===== src/rtl/fuzz_datapath_top.sv =====
// Mixed registered/combinational datapath that folds four operand buses into a 246-bit status word.
// Build macro SATURATE_ACC_EN: the accumulator saturates instead of wrapping (default: wrap).
module fuzz_datapath_top (
   input  logic         clk,
   input  logic         rst,
   input  logic [11:0]  wire0,
   input  logic [6:0]   wire1,
   input  logic [16:0]  wire2,
   input  logic [6:0]   wire3,
   output logic [245:0] y
);

   localparam logic [31:0] LFSR_SEED = 32'h0000_0001;
   localparam logic [16:0] MAX_INIT  = 17'h10000;

   logic [42:0] in_vec;
   logic [31:0] addend;

   assign in_vec = {wire3, wire2, wire1, wire0};
   assign addend = {{15{wire2[16]}}, wire2};

   // Next-state values for the registered fields
   logic [11:0] xor_d;
   logic [16:0] sum_d;
   logic [6:0]  and_d;
   logic [13:0] mul_d;
   logic        par_d;
   logic        neg_d;
   logic        eq_d;
   logic [15:0] cnt_d;
   logic [31:0] acc_d;
   logic [31:0] lfsr_d;
   logic [16:0] max_d;
   logic [5:0]  pop_d;
   logic [17:0] diff_d;

   // Register state
   logic [11:0] xor_q;
   logic [16:0] sum_q;
   logic [6:0]  and_q;
   logic [13:0] mul_q;
   logic        par_q;
   logic        neg_q;
   logic        eq_q;
   logic [15:0] cnt_q;
   logic [31:0] acc_q;
   logic [31:0] lfsr_q;
   logic [42:0] dly1_q;
   logic [42:0] dly2_q;
   logic [16:0] max_q;
   logic [5:0]  pop_q;
   logic [17:0] diff_q;

   // Combinational fields
   logic [16:0] shr;
   logic [3:0]  rot_amt;
   logic [11:0] rot;

   assign xor_d  = wire0 ^ {wire1[4:0], wire3};
   assign sum_d  = wire2 + {5'b0_0000, wire0};
   assign and_d  = wire1 & ~wire3;
   assign mul_d  = {7'b000_0000, wire1} * {7'b000_0000, wire3};
   assign par_d  = ^in_vec;
   assign neg_d  = wire2[16];
   assign eq_d   = (wire0 == {wire3[4:0], wire1});
   assign cnt_d  = cnt_q + 16'd1;
   assign lfsr_d = {lfsr_q[30:0], lfsr_q[31] ^ lfsr_q[21] ^ lfsr_q[1] ^ lfsr_q[0] ^ (^wire0)};
   assign max_d  = ($signed(wire2) > $signed(max_q)) ? wire2 : max_q;
   // Modulo-2^18 subtraction equals the signed result because it cannot overflow
   assign diff_d = {wire2[16], wire2} - {3'b000, wire1, wire3};

   always_comb begin
      // NOTE: give every always_comb output a default before any loop or branch so no latch is inferred.
      pop_d = '0;
      for (int i = 0; i < 43; i++) begin
         pop_d = pop_d + {5'b0_0000, in_vec[i]};
      end
   end

`ifdef SATURATE_ACC_EN
   logic [32:0] acc_sum;

   always_comb begin
      acc_sum = {acc_q[31], acc_q} + {addend[31], addend};
      acc_d   = acc_sum[31:0];
      if (acc_sum[32] != acc_sum[31]) begin
         acc_d = acc_sum[32] ? 32'h8000_0000 : 32'h7FFF_FFFF;
      end
   end
`else
   assign acc_d = acc_q + addend;
`endif

   assign shr     = $signed(wire2) >>> wire3[3:0];
   assign rot_amt = (wire1[3:0] >= 4'd12) ? (wire1[3:0] - 4'd12) : wire1[3:0];
   assign rot     = (wire0 << rot_amt) | (wire0 >> (4'd12 - rot_amt));

   // NOTE: sequential state uses non-blocking assignments so every register samples pre-edge values.
   always_ff @(posedge clk or posedge rst) begin
      if (rst) begin
         xor_q  <= '0;
         sum_q  <= '0;
         and_q  <= '0;
         mul_q  <= '0;
         par_q  <= 1'b0;
         neg_q  <= 1'b0;
         eq_q   <= 1'b0;
         cnt_q  <= '0;
         acc_q  <= '0;
         lfsr_q <= LFSR_SEED;
         dly1_q <= '0;
         dly2_q <= '0;
         max_q  <= MAX_INIT;
         pop_q  <= '0;
         diff_q <= '0;
      end else begin
         xor_q  <= xor_d;
         sum_q  <= sum_d;
         and_q  <= and_d;
         mul_q  <= mul_d;
         par_q  <= par_d;
         neg_q  <= neg_d;
         eq_q   <= eq_d;
         cnt_q  <= cnt_d;
         acc_q  <= acc_d;
         lfsr_q <= lfsr_d;
         dly1_q <= in_vec;
         dly2_q <= dly1_q;
         max_q  <= max_d;
         pop_q  <= pop_d;
         diff_q <= diff_d;
      end
   end

   assign y = {diff_q, pop_q, max_q, rot, shr, dly2_q, lfsr_q, acc_q, cnt_q,
               eq_q, neg_q, par_q, mul_q, and_q, sum_q, xor_q};

endmodule


===== config.mk =====
export PLATFORM = sky130hd
export DESIGN_NAME = fuzz_datapath_top
export DESIGN_NICKNAME = d
export VERILOG_FILES = /design/src/rtl/fuzz_datapath_top.sv
export SDC_FILE = /design/constraint.sdc
export NUM_CORES = 1
export LEC_CHECK = 0
export CAP_MARGIN = 30
export CORE_MARGIN = 4
export CORE_UTILIZATION = 50
export CTS_CLUSTER_SIZE = 28
export DETAILED_ROUTE_END_ITERATION = 16
export MAX_ROUTING_LAYER = met4
export PLACE_DENSITY = 0.82
export SETUP_SLACK_MARGIN = 0.15
export SYNTH_ARGS = -nofsm -noshare
export SYNTH_HDL_FRONTEND = slang
export SYNTH_SLANG_ARGS = --single-unit

===== constraint.sdc =====
create_clock -name clk -period 10.65 [get_ports clk]
set_input_delay 2.13 -clock clk [delete_from_list [all_inputs] [get_ports clk]]
set_output_delay 2.13 -clock clk [all_outputs]
set_load 0.01 [all_outputs]

==> results of run 1 <==
[through the flow]
stage	instances	worst slack [ns]
after floorplan	1524	1.40
after global placement	2133	2.32
after detailed placement	2133	2.19
after CTS	2185	2.58
after global routing	2185	2.20
final	2185	2.49
[flip-flops by register name (all words and copies together) (netlist names)]
register / count
and_q: 7
mul_q: 14
pop_q: 6
lfsr_q: 32
eq_q: 1
par_q: 1
dly2_q: 43
sum_q: 17
diff_q: 18
max_q: 17
cnt_q: 16
acc_q: 32
xor_q: 12
dly1_q: 43
[cell usage after synthesis, types with 9 or more instances]
cell type and n:
mux4_2 13, clkbuf_1 21, dfrtp_1 257, o21bai_1 11, inv_1 154, buf_4 35, o211ai_1 15, buf_2 29
nor3_1 22, a21oi_1 89, mux2i_1 36, nand3_1 20, o21ai_0 62, fa_1 61, buf_1 9, xnor2_1 102
nand2_1 106, o21a_1 11, xor2_1 37, ha_1 123, nand2b_1 11, nand4_1 20, nor2_1 115, a21o_1 27
nor2b_1 10
[cells in the final DEF (no fill, tap or decap), drive strengths merged, types with 20 or more instances in the layout]
master,netlist,layout
mux2i,36,36
dfrtp,257,257
a21oi,93,93
nand2,106,106
nor2,116,116
a21o,27,27
fa,61,61
ha,123,123
inv,154,155
clkbuf,21,33
xor2,37,37
o21ai,69,69
xnor2,102,102
nand4,20,20
nand3,21,21
nor3,22,22
clkdlybuf4s50,0,290
[path summary, 6_finish.rpt]
check,from,end,slack [ns],cells past startpoint
max,wire1[1],y[200],2.49,10
min,dly1_q[2],dly2_q[2],0.34,0
max reg2reg,max_q[2],max_q[10],7.96,9
min reg2reg,dly1_q[2],dly2_q[2],0.34,0
max in group asynchronous,rst,mul_q[13],7.06,3
min in group asynchronous,rst,lfsr_q[22],2.12,2
[power groups by stage]
stage	Combinational, W	Clock [W]	Sequential, W
after floorplan	0.00167	0	0.00146
after global placement	0.00251	0	0.00141
after detailed placement	0.00258	0	0.00141
after CTS	0.00259	0.00110	0.00140
after global routing	0.00290	0.00114	0.00142
final	0.00258	0.00108	0.00139
[kinds of logic (layout without fill, tap and decap cells)]
logic type | after synthesis | count (layout) | share of synthesized area
simple gates | 336 | 336 | 0.0958
compound gates | 297 | 297 | 0.124
flops | 259 | 259 | 0.410
buf+inv | 252 | 517 | 0.0714
fa+ha+maj | 184 | 184 | 0.175
xor+xnor | 139 | 139 | 0.0770
mux | 57 | 57 | 0.0470
[area by class of cell]
type                       instances  area (um2)
clock buffer                      33         749
timing repair buffer             309        3050
clock inverter                    19         298
multi-input combinational       1013        8190
tap                              396         495
inverter                         156         593
fill                            2347       11100
sequential                       259        6480
[per-layer routing]
metal  GRT usage  up-vias  wire, um
li1            -     5623         -
met1       0.338     5887     18400
met2       0.433      588     21300
met3      0.0555      129      4120
met4       0.103        0      2000
met5           -        -         0
==> flow_metrics.env, run 1 <==
export IMPL_peakVddDrop_v=0.000217
export IMPL_rsz0062_at_grt="false"
export IMPL_max_cap_violations=0
export IMPL_n_antenna_cell=0
export IMPL_place_hpwl_um=33700
export IMPL_tightest_slew_ns=1.08
export IMPL_p_int_w=0.00315
export IMPL_tritoncts="done"
export IMPL_antenna_found_initial=0
export IMPL_post_route_util=0.642
export IMPL_total_power_w=0.00505
export IMPL_postSynthCellCount=1524
export IMPL_nNetsFinal=1996
export IMPL_final_setup_viol_count=0
export IMPL_hold_viol_final=0
export IMPL_path_clk_slew_ns=0.06
export IMPL_cts_buffer_depth=3
export IMPL_synth_ff_type="dfrtp_1"
export IMPL_die_w_um=186
export IMPL_powerDensity_nw_per_um2=254
export IMPL_critPathMostFrequentCell="clkdlybuf4s50_1"
export IMPL_finalCritPeriodShare=0.766
export IMPL_remaining_drc_errors=0
export IMPL_start_util=0.511
export IMPL_final_cell_area_um2=19900
export IMPL_switchingPower_w=0.00190
export IMPL_via_per_inst=5.60
export IMPL_io_pin_count=291
export IMPL_hold_ws_ns=0.342
export IMPL_period_needed_ns=8.16
export IMPL_grt_usage=0.269
export IMPL_swShare=0.377
export IMPL_synth_edf_count=0
export IMPL_yosys_warnings=0
export IMPL_grt_max_degree=127
export IMPL_slowest_stage="clkdlybuf4s50_1"
export IMPL_cp_cell_sequence="clkdlybuf4s50_1, inv_1, ha_1, nand2_1, o21ai_0, nor2_1, a21oi_1, mux2i_1, o22ai_1, clkdlybuf4s50_1"
export IMPL_syn_area_um2=15800
export IMPL_p_leak_nw=9.10
export IMPL_grt_pass1_wl_um=70300
export IMPL_synth_area_leaders="dfrtp_1, ha_1, fa_1"
export IMPL_synth_top_area_frac=0.407
export IMPL_synth_seq_area_share=0.410
export IMPL_root_buffer="clkbuf_16"
export IMPL_worst_path_largest_cell_delay_ns=0.95
export IMPL_worstPathRequired_ns=8.52
export IMPL_post_cts_resized=0
export IMPL_synth_cell_types=69
export IMPL_die_y_um=186
export IMPL_vias=12227
export IMPL_cp_start_kind="input port"
export IMPL_status="complete, no violations"
export IMPL_grt_overflow_total=0
export IMPL_core_um2=30900
export IMPL_crit_family="buffers and inverters"
export IMPL_synth_net_count=1753
export IMPL_critical_path_class="in2out"
export IMPL_avgSynthCellArea_um2=10.4
export IMPL_rows=64
export IMPL_layout_drive_gt1_share=0.0604
export IMPL_syn_to_final_growth_pct=25.6
export IMPL_cts_setup_buffers=0
export IMPL_gp_congestion=0.945
export IMPL_fmaxAchievable_ghz=0.123
export IMPL_die_area_um2=34500
export IMPL_routed_wl_um=45800
export IMPL_clkPwrFrac=0.213
export IMPL_detail_route_antenna_nets=0
export IMPL_seq_power_share=0.276
export IMPL_cp_num_buf_inv=3
export IMPL_hp_class="reg2reg"
export IMPL_setup_worst_path_end_class="primary output"
export IMPL_async_flop_share=1.00
export IMPL_final_setup_tns_ns=0
export IMPL_place_area_um2=18800
export IMPL_insertion_delay_ns=0.57
export IMPL_maxSlewHeadroom=0.280
export IMPL_clock_sinks=259
export IMPL_cts_htree_levels=1
export IMPL_wl_per_cell_um=21.0
export IMPL_fin_worst_skew_ns=0.0194
export IMPL_drt_first_pass_iters=6
export IMPL_combPwrFrac=0.511
export IMPL_synth_seq_cells=259
export IMPL_cts_hold_buf=0
export IMPL_numCtsBuffers=28
export IMPL_drt_iter0_drc=822
export IMPL_worstPathMaxFanout=20
export IMPL_port_buffers=290
export IMPL_grt_pass1_vias=12421
export IMPL_yosys_area_top_type="dfrtp_1"
export IMPL_critPathArrivalTime_ns=6.03
export IMPL_slew_violations=0
Note: power is estimated with default switching activity, not from simulation.
==> run 2: changes to the inputs <==
- clock period: 10.65 -> 7.9 ns (I/O delays scaled with it)
==> run 2 against run 1 <==
  * Non-clock buffer count rose by 24
  * Core utilization is 0.46 points higher
  * Final cell count increased by 1.2%
  * Clock-buffer cell count rose by 9
==> flow_metrics.env, run 2 (synthesis results as in run 1) <==
export IMPL_status="complete, no violations"
export IMPL_via_per_inst=5.63
export IMPL_root_buffer="clkbuf_16"
export IMPL_final_setup_tns_ns=0
export IMPL_numCtsBuffers=29
export IMPL_peakVddDrop_v=0.000316
export IMPL_final_common_cell="clkdlybuf4s50_1"
export IMPL_start_util=0.511
export IMPL_largestRegisters="dly1_q: 43 flops, dly2_q: 43 flops"
export IMPL_hp_class="reg2reg"
export IMPL_final_cells=2211
export IMPL_cts_hold_buf=0
export IMPL_die_w_um=186
export IMPL_crit_start="wire1[2]"
export IMPL_clock_sinks=259
export IMPL_place_hpwl_um=35100
export IMPL_slew_violations=0
export IMPL_swShare=0.379
export IMPL_r2r_start="max_q[2]"
export IMPL_final_setup_viol_count=0
export IMPL_remaining_drc_errors=0
export IMPL_drt_first_pass_iters=7
export IMPL_r2r_end="max_q[0]"
export IMPL_critPathArrivalTime_ns=5.14
export IMPL_antenna_found_initial=0
export IMPL_clkPwrFrac=0.206
export IMPL_cts_htree_levels=1
export IMPL_port_buffers=290
export IMPL_gp_congestion=0.919
export IMPL_place_inst=2157
export IMPL_max_cap_violations=0
export IMPL_powerDensity_nw_per_um2=339
export IMPL_grt_max_degree=162
export IMPL_rows=64
export IMPL_tightest_slew_ns=1.07
export IMPL_worstPathMaxFanout=15
export IMPL_finalCritPeriodShare=0.850
export IMPL_die_area_um2=34500
export IMPL_tritoncts="done"
export IMPL_core_um2=30900
export IMPL_n_antenna_cell=0
export IMPL_fin_worst_skew_ns=0.0113
export IMPL_p_leak_nw=9.21
export IMPL_drt_iter0_drc=817
export IMPL_worstPathRequired_ns=6.32
export IMPL_hold_viol_final=0
export IMPL_rsz0062_at_grt="false"
export IMPL_setup_worst_path_end_class="primary output"
export IMPL_crit_path_end="y[203]"
export IMPL_switchingPower_w=0.00257
export IMPL_syn_to_final_growth_pct=26.5
export IMPL_p_int_w=0.00421
export IMPL_insertion_delay_ns=0.57
export IMPL_cp_cell_sequence="clkdlybuf4s50_1, inv_1, ha_1, xor2_1, nor2b_1, a22oi_1, o21ai_0, clkdlybuf4s50_1"
export IMPL_vias=12450
export IMPL_rrSetupSlack_ns=5.14
export IMPL_critPathMostFrequentCell="clkdlybuf4s50_1"
export IMPL_slowest_stage="xor2_1"
export IMPL_worst_path_largest_cell_delay_ns=0.73
export IMPL_nNetsFinal=2021
export IMPL_grt_usage=0.279
export IMPL_critical_path_class="in2out"
export IMPL_combPwrFrac=0.515
export IMPL_post_cts_resized=0
export IMPL_r2r_cells=9
export IMPL_fmaxAchievable_ghz=0.149
export IMPL_detail_route_antenna_nets=0
export IMPL_die_y_um=186
export IMPL_period_needed_ns=6.72
export IMPL_io_pin_count=291
export IMPL_routed_wl_um=47200
export IMPL_path_clk_slew_ns=0.06
export IMPL_grt_overflow_total=0
export IMPL_cts_buffer_depth=3
export IMPL_grt_pass1_wl_um=72900
export IMPL_seq_power_share=0.279
export IMPL_final_cell_mix="clkdlybuf4s50_1, dfrtp_1, inv_1, ha_1, nor2_1"
export IMPL_layout_drive_gt1_share=0.0716
export IMPL_wl_per_cell_um=21.4
export IMPL_cts_setup_buffers=0
export IMPL_grt_pass1_vias=12957
export IMPL_maxSlewHeadroom=0.287
export IMPL_cp_start_kind="input port"
## run 2: layout make-up
class / count / area [um2]
timing repair buffer: 333 / 3240
tap: 396 / 495
inverter: 156 / 589
multi-input combinational: 1013 / 8190
sequential: 259 / 6480
clock inverter: 12 / 156
fill: 2430 / 10900
clock buffer: 42 / 845
## run 2: how the worst min path moves through the flow
stage                    start          to  slack [ns]  cells after the start
CTS                 dly1_q[39]  dly2_q[39]        0.34                      0
floorplan            dly1_q[0]   dly2_q[0]        0.33                      0
global route         dly1_q[9]   dly2_q[9]        0.35                      0
finish              dly1_q[39]  dly2_q[39]        0.34                      0
global placement    dly1_q[26]  dly2_q[26]        0.33                      0
detailed placement  dly1_q[10]  dly2_q[10]        0.33                      0
## run 2: metal layers
layer | vias to the layer above | part of all wire | track usage
li1 | 5685 | - | -
met1 | 6042 | 0.40 | 0.353
met2 | 605 | 0.47 | 0.442
met3 | 118 | 0.090 | 0.0602
met4 | 0 | 0.043 | 0.108
met5 | - | 0 | -
## run 2: power groups by stage
| stage | registers [W] | clock network [W] | logic [W] |
|---|---|---|---|
| global placement | 0.00191 | 0 | 0.00341 |
| detailed placement | 0.00191 | 0 | 0.00347 |
| floorplan | 0.00196 | 0 | 0.00225 |
| finish | 0.00189 | 0.00140 | 0.00349 |
| global route | 0.00192 | 0.00149 | 0.00390 |
| CTS | 0.00190 | 0.00143 | 0.00350 |
## run 2: through the flow
stage | utilization | setup WS (ns) | total power (W) | hold slack (ns) | cell area, um2
2_1_floorplan | - | 1.20 | 0.00421 | 0.331 | 15800
3_3_place_gp | 0.615 | 0.829 | 0.00531 | 0.332 | 19000
3_5_place_dp | 0.615 | 0.757 | 0.00538 | 0.335 | 19000
4_1_cts | 0.647 | 1.23 | 0.00683 | 0.343 | 20000
5_1_grt | 0.647 | 0.989 | 0.00731 | 0.351 | 20000
6_report | 0.647 | 1.18 | 0.00678 | 0.342 | 20000
## run 2: worst max-delay path, delay by kind of cell
family          cells  cell delay, ns
compound gates      2            0.39
xor+xnor            1            0.73
fa+ha+maj           1            0.59
buf+inv             3            1.61
simple gates        1            0.22
==> run 3: changes to the inputs <==
- GPL_TIMING_DRIVEN: default -> 0
==> run 3 against run 2 <==
  * Clock-buffer cell count is 5 lower
  * Via count increased by 0.58%
  * Sequential share of layout area is 0.54 points lower
  * Wire length is 0.79% lower
  * Register-to-register slack better by 0.13 ns
  * Flip-flop and latch count did not move
  * Final cell count up 2.6%
  * Non-clock buffer count up 59
  * Maximum frequency fell by 8.7%
==> flow_metrics.env, run 3 (synthesis results as in run 1) <==
export IMPL_cts_htree_levels=1
export IMPL_place_inst=2216
export IMPL_seq_power_share=0.267
export IMPL_holdPathStages=0
export IMPL_crit_start="wire3[1]"
export IMPL_cts_hold_buf=0
export IMPL_fmaxAchievable_ghz=0.136
export IMPL_max_cap_violations=0
export IMPL_die_y_um=186
export IMPL_cts_buffer_depth=3
export IMPL_cp_cell_sequence="clkdlybuf4s50_1, buf_2, inv_1, buf_1, fa_1, inv_1, fa_1, inv_1, fa_1, fa_1, fa_1, fa_1, fa_1, fa_1, inv_1, fa_1, a21oi_1, nor2_1, nor2_1, xnor2_1"
export IMPL_post_cts_resized=0
export IMPL_final_cell_mix="clkdlybuf4s50_1, dfrtp_1, inv_1, ha_1, nor2_1"
export IMPL_maxSlewHeadroom=0.321
export IMPL_die_w_um=186
export IMPL_hold_ws_ns=0.342
export IMPL_setup_worst_path_end_class="flop"
export IMPL_min_from="dly1_q[10]"
export IMPL_powerDensity_nw_per_um2=346
export IMPL_detail_route_antenna_nets=0
export IMPL_antenna_found_initial=1
export IMPL_final_cells=2268
export IMPL_hold_viol_final=0
export IMPL_worstPathMaxFanout=11
export IMPL_drt_iter0_drc=783
export IMPL_via_per_inst=5.52
export IMPL_r2r_cells=10
export IMPL_finalCritPeriodShare=0.931
export IMPL_final_common_cell="clkdlybuf4s50_1"
export IMPL_remaining_drc_errors=0
export IMPL_slew_violations=0
export IMPL_path_clk_slew_ns=0.06
export IMPL_p_int_w=0.00433
export IMPL_r2r_end="acc_q[24]"
export IMPL_rrSetupSlack_ns=5.27
export IMPL_critPathMostFrequentCell="fa_1"
export IMPL_clkPwrFrac=0.201
export IMPL_critPathArrivalTime_ns=7.78
export IMPL_drt_first_pass_iters=6
export IMPL_grt_overflow_total=0
export IMPL_final_setup_tns_ns=0
export IMPL_worstPathRequired_ns=8.33
export IMPL_numCtsBuffers=28
export IMPL_layout_drive_gt1_share=0.0839
export IMPL_rows=64
export IMPL_gp_congestion=0.924
export IMPL_combPwrFrac=0.532
export IMPL_grt_pass1_wl_um=72800
export IMPL_largestRegisters="dly1_q: 43 flops, dly2_q: 43 flops"
export IMPL_grt_pass1_vias=12788
export IMPL_start_util=0.511
export IMPL_cts_setup_buffers=0
export IMPL_r2r_start="acc_q[0]"
export IMPL_rsz0062_at_grt="false"
export IMPL_period_needed_ns=7.35
export IMPL_status="complete, no violations"
export IMPL_die_area_um2=34500
export IMPL_hp_class="reg2reg"
export IMPL_port_buffers=290
export IMPL_switchingPower_w=0.00270
export IMPL_fin_worst_skew_ns=0.0121
export IMPL_slowest_stage="buf_1"
export IMPL_nNetsFinal=2079
export IMPL_final_setup_viol_count=0
export IMPL_insertion_delay_ns=0.57
export IMPL_vias=12522
export IMPL_grt_usage=0.279
export IMPL_tightest_slew_ns=1.02
export IMPL_swShare=0.384
export IMPL_worst_path_largest_cell_delay_ns=0.57
export IMPL_syn_to_final_growth_pct=28.7
export IMPL_wl_per_cell_um=20.7
export IMPL_routed_wl_um=46800
export IMPL_p_leak_nw=9.39
export IMPL_tritoncts="done"
export IMPL_grt_max_degree=47
export IMPL_root_buffer="clkbuf_16"
export IMPL_core_um2=30900
export IMPL_critical_path_class="in2reg"
export IMPL_clock_sinks=259
export IMPL_min_to="dly2_q[10]"
export IMPL_place_hpwl_um=35800
export IMPL_cp_start_kind="input port"
export IMPL_peakVddDrop_v=0.000414
export IMPL_io_pin_count=291
==> run 3: cell types whose count changed in the layout (fill, tap and decap cells not counted), sizes merged, moves of 2 or more <==
cell and delta:
buf +38, clkbuf +16, bufinv +2, clkinv +2
==> run 3: power groups by stage <==
| stage | sequential (W) | combinational (W) | clock [W] |
|---|---|---|---|
| after floorplan | 0.00196 | 0.00225 | 0 |
| after global placement | 0.00189 | 0.00362 | 0 |
| after detailed placement | 0.00190 | 0.00370 | 0 |
| after CTS | 0.00188 | 0.00373 | 0.00144 |
| after global routing | 0.00191 | 0.00412 | 0.00150 |
| final | 0.00188 | 0.00375 | 0.00141 |
==> run 3: worst max path at each step <==
stage | to | slack (ns) | depth (start not counted)
2_1_floorplan | pop_q[5] | 1.20 | 20
3_3_place_gp | pop_q[4] | -0.15 | 18
3_5_place_dp | pop_q[4] | -0.17 | 18
4_1_cts | pop_q[4] | 0.40 | 18
5_1_grt | pop_q[4] | 0.29 | 20
6_report | pop_q[4] | 0.55 | 20
==> run 3: layout make-up <==
class | count | area, um2
diodes | 1 | 2.50
plain buffers | 96 | 543
clock buffers | 37 | 774
clock inverters | 14 | 231
fillers | 2401 | 10600
inverters | 156 | 589
multi-input cells | 1013 | 8190
flip-flops and latches | 259 | 6480
well taps | 396 | 495
repair buffers | 296 | 3030
==> run 3: critical path, delay by kind of cell <==
family | cells | cell delay, ns
adder cells (fa/ha/maj) | 9 | 3.88
buffers and inverters | 7 | 1.73
XOR/XNOR | 1 | 0.21
AND/OR/NAND/NOR | 2 | 0.18
AO/OA/AOI/OAI | 1 | 0.20
==> run 3: routing by layer <==
metal | vias to the layer above | global-route usage | share of wire
met5 | - | - | 0
met4 | 0 | 0.0848 | 0.032
met3 | 101 | 0.0614 | 0.088
met2 | 518 | 0.446 | 0.47
met1 | 6128 | 0.359 | 0.41
li1 | 5775 | - | -
==> run 3: through the flow <==
step	worst slack [ns]	instance area, um2	power, W	utilization
3_3_place_gp	-0.155	19200	0.00550	0.621
2_1_floorplan	1.20	15800	0.00421	-
3_5_place_dp	-0.167	19300	0.00559	0.625
5_1_grt	0.287	20300	0.00754	0.658
6_report	0.549	20300	0.00704	0.658
4_1_cts	0.401	20300	0.00705	0.658
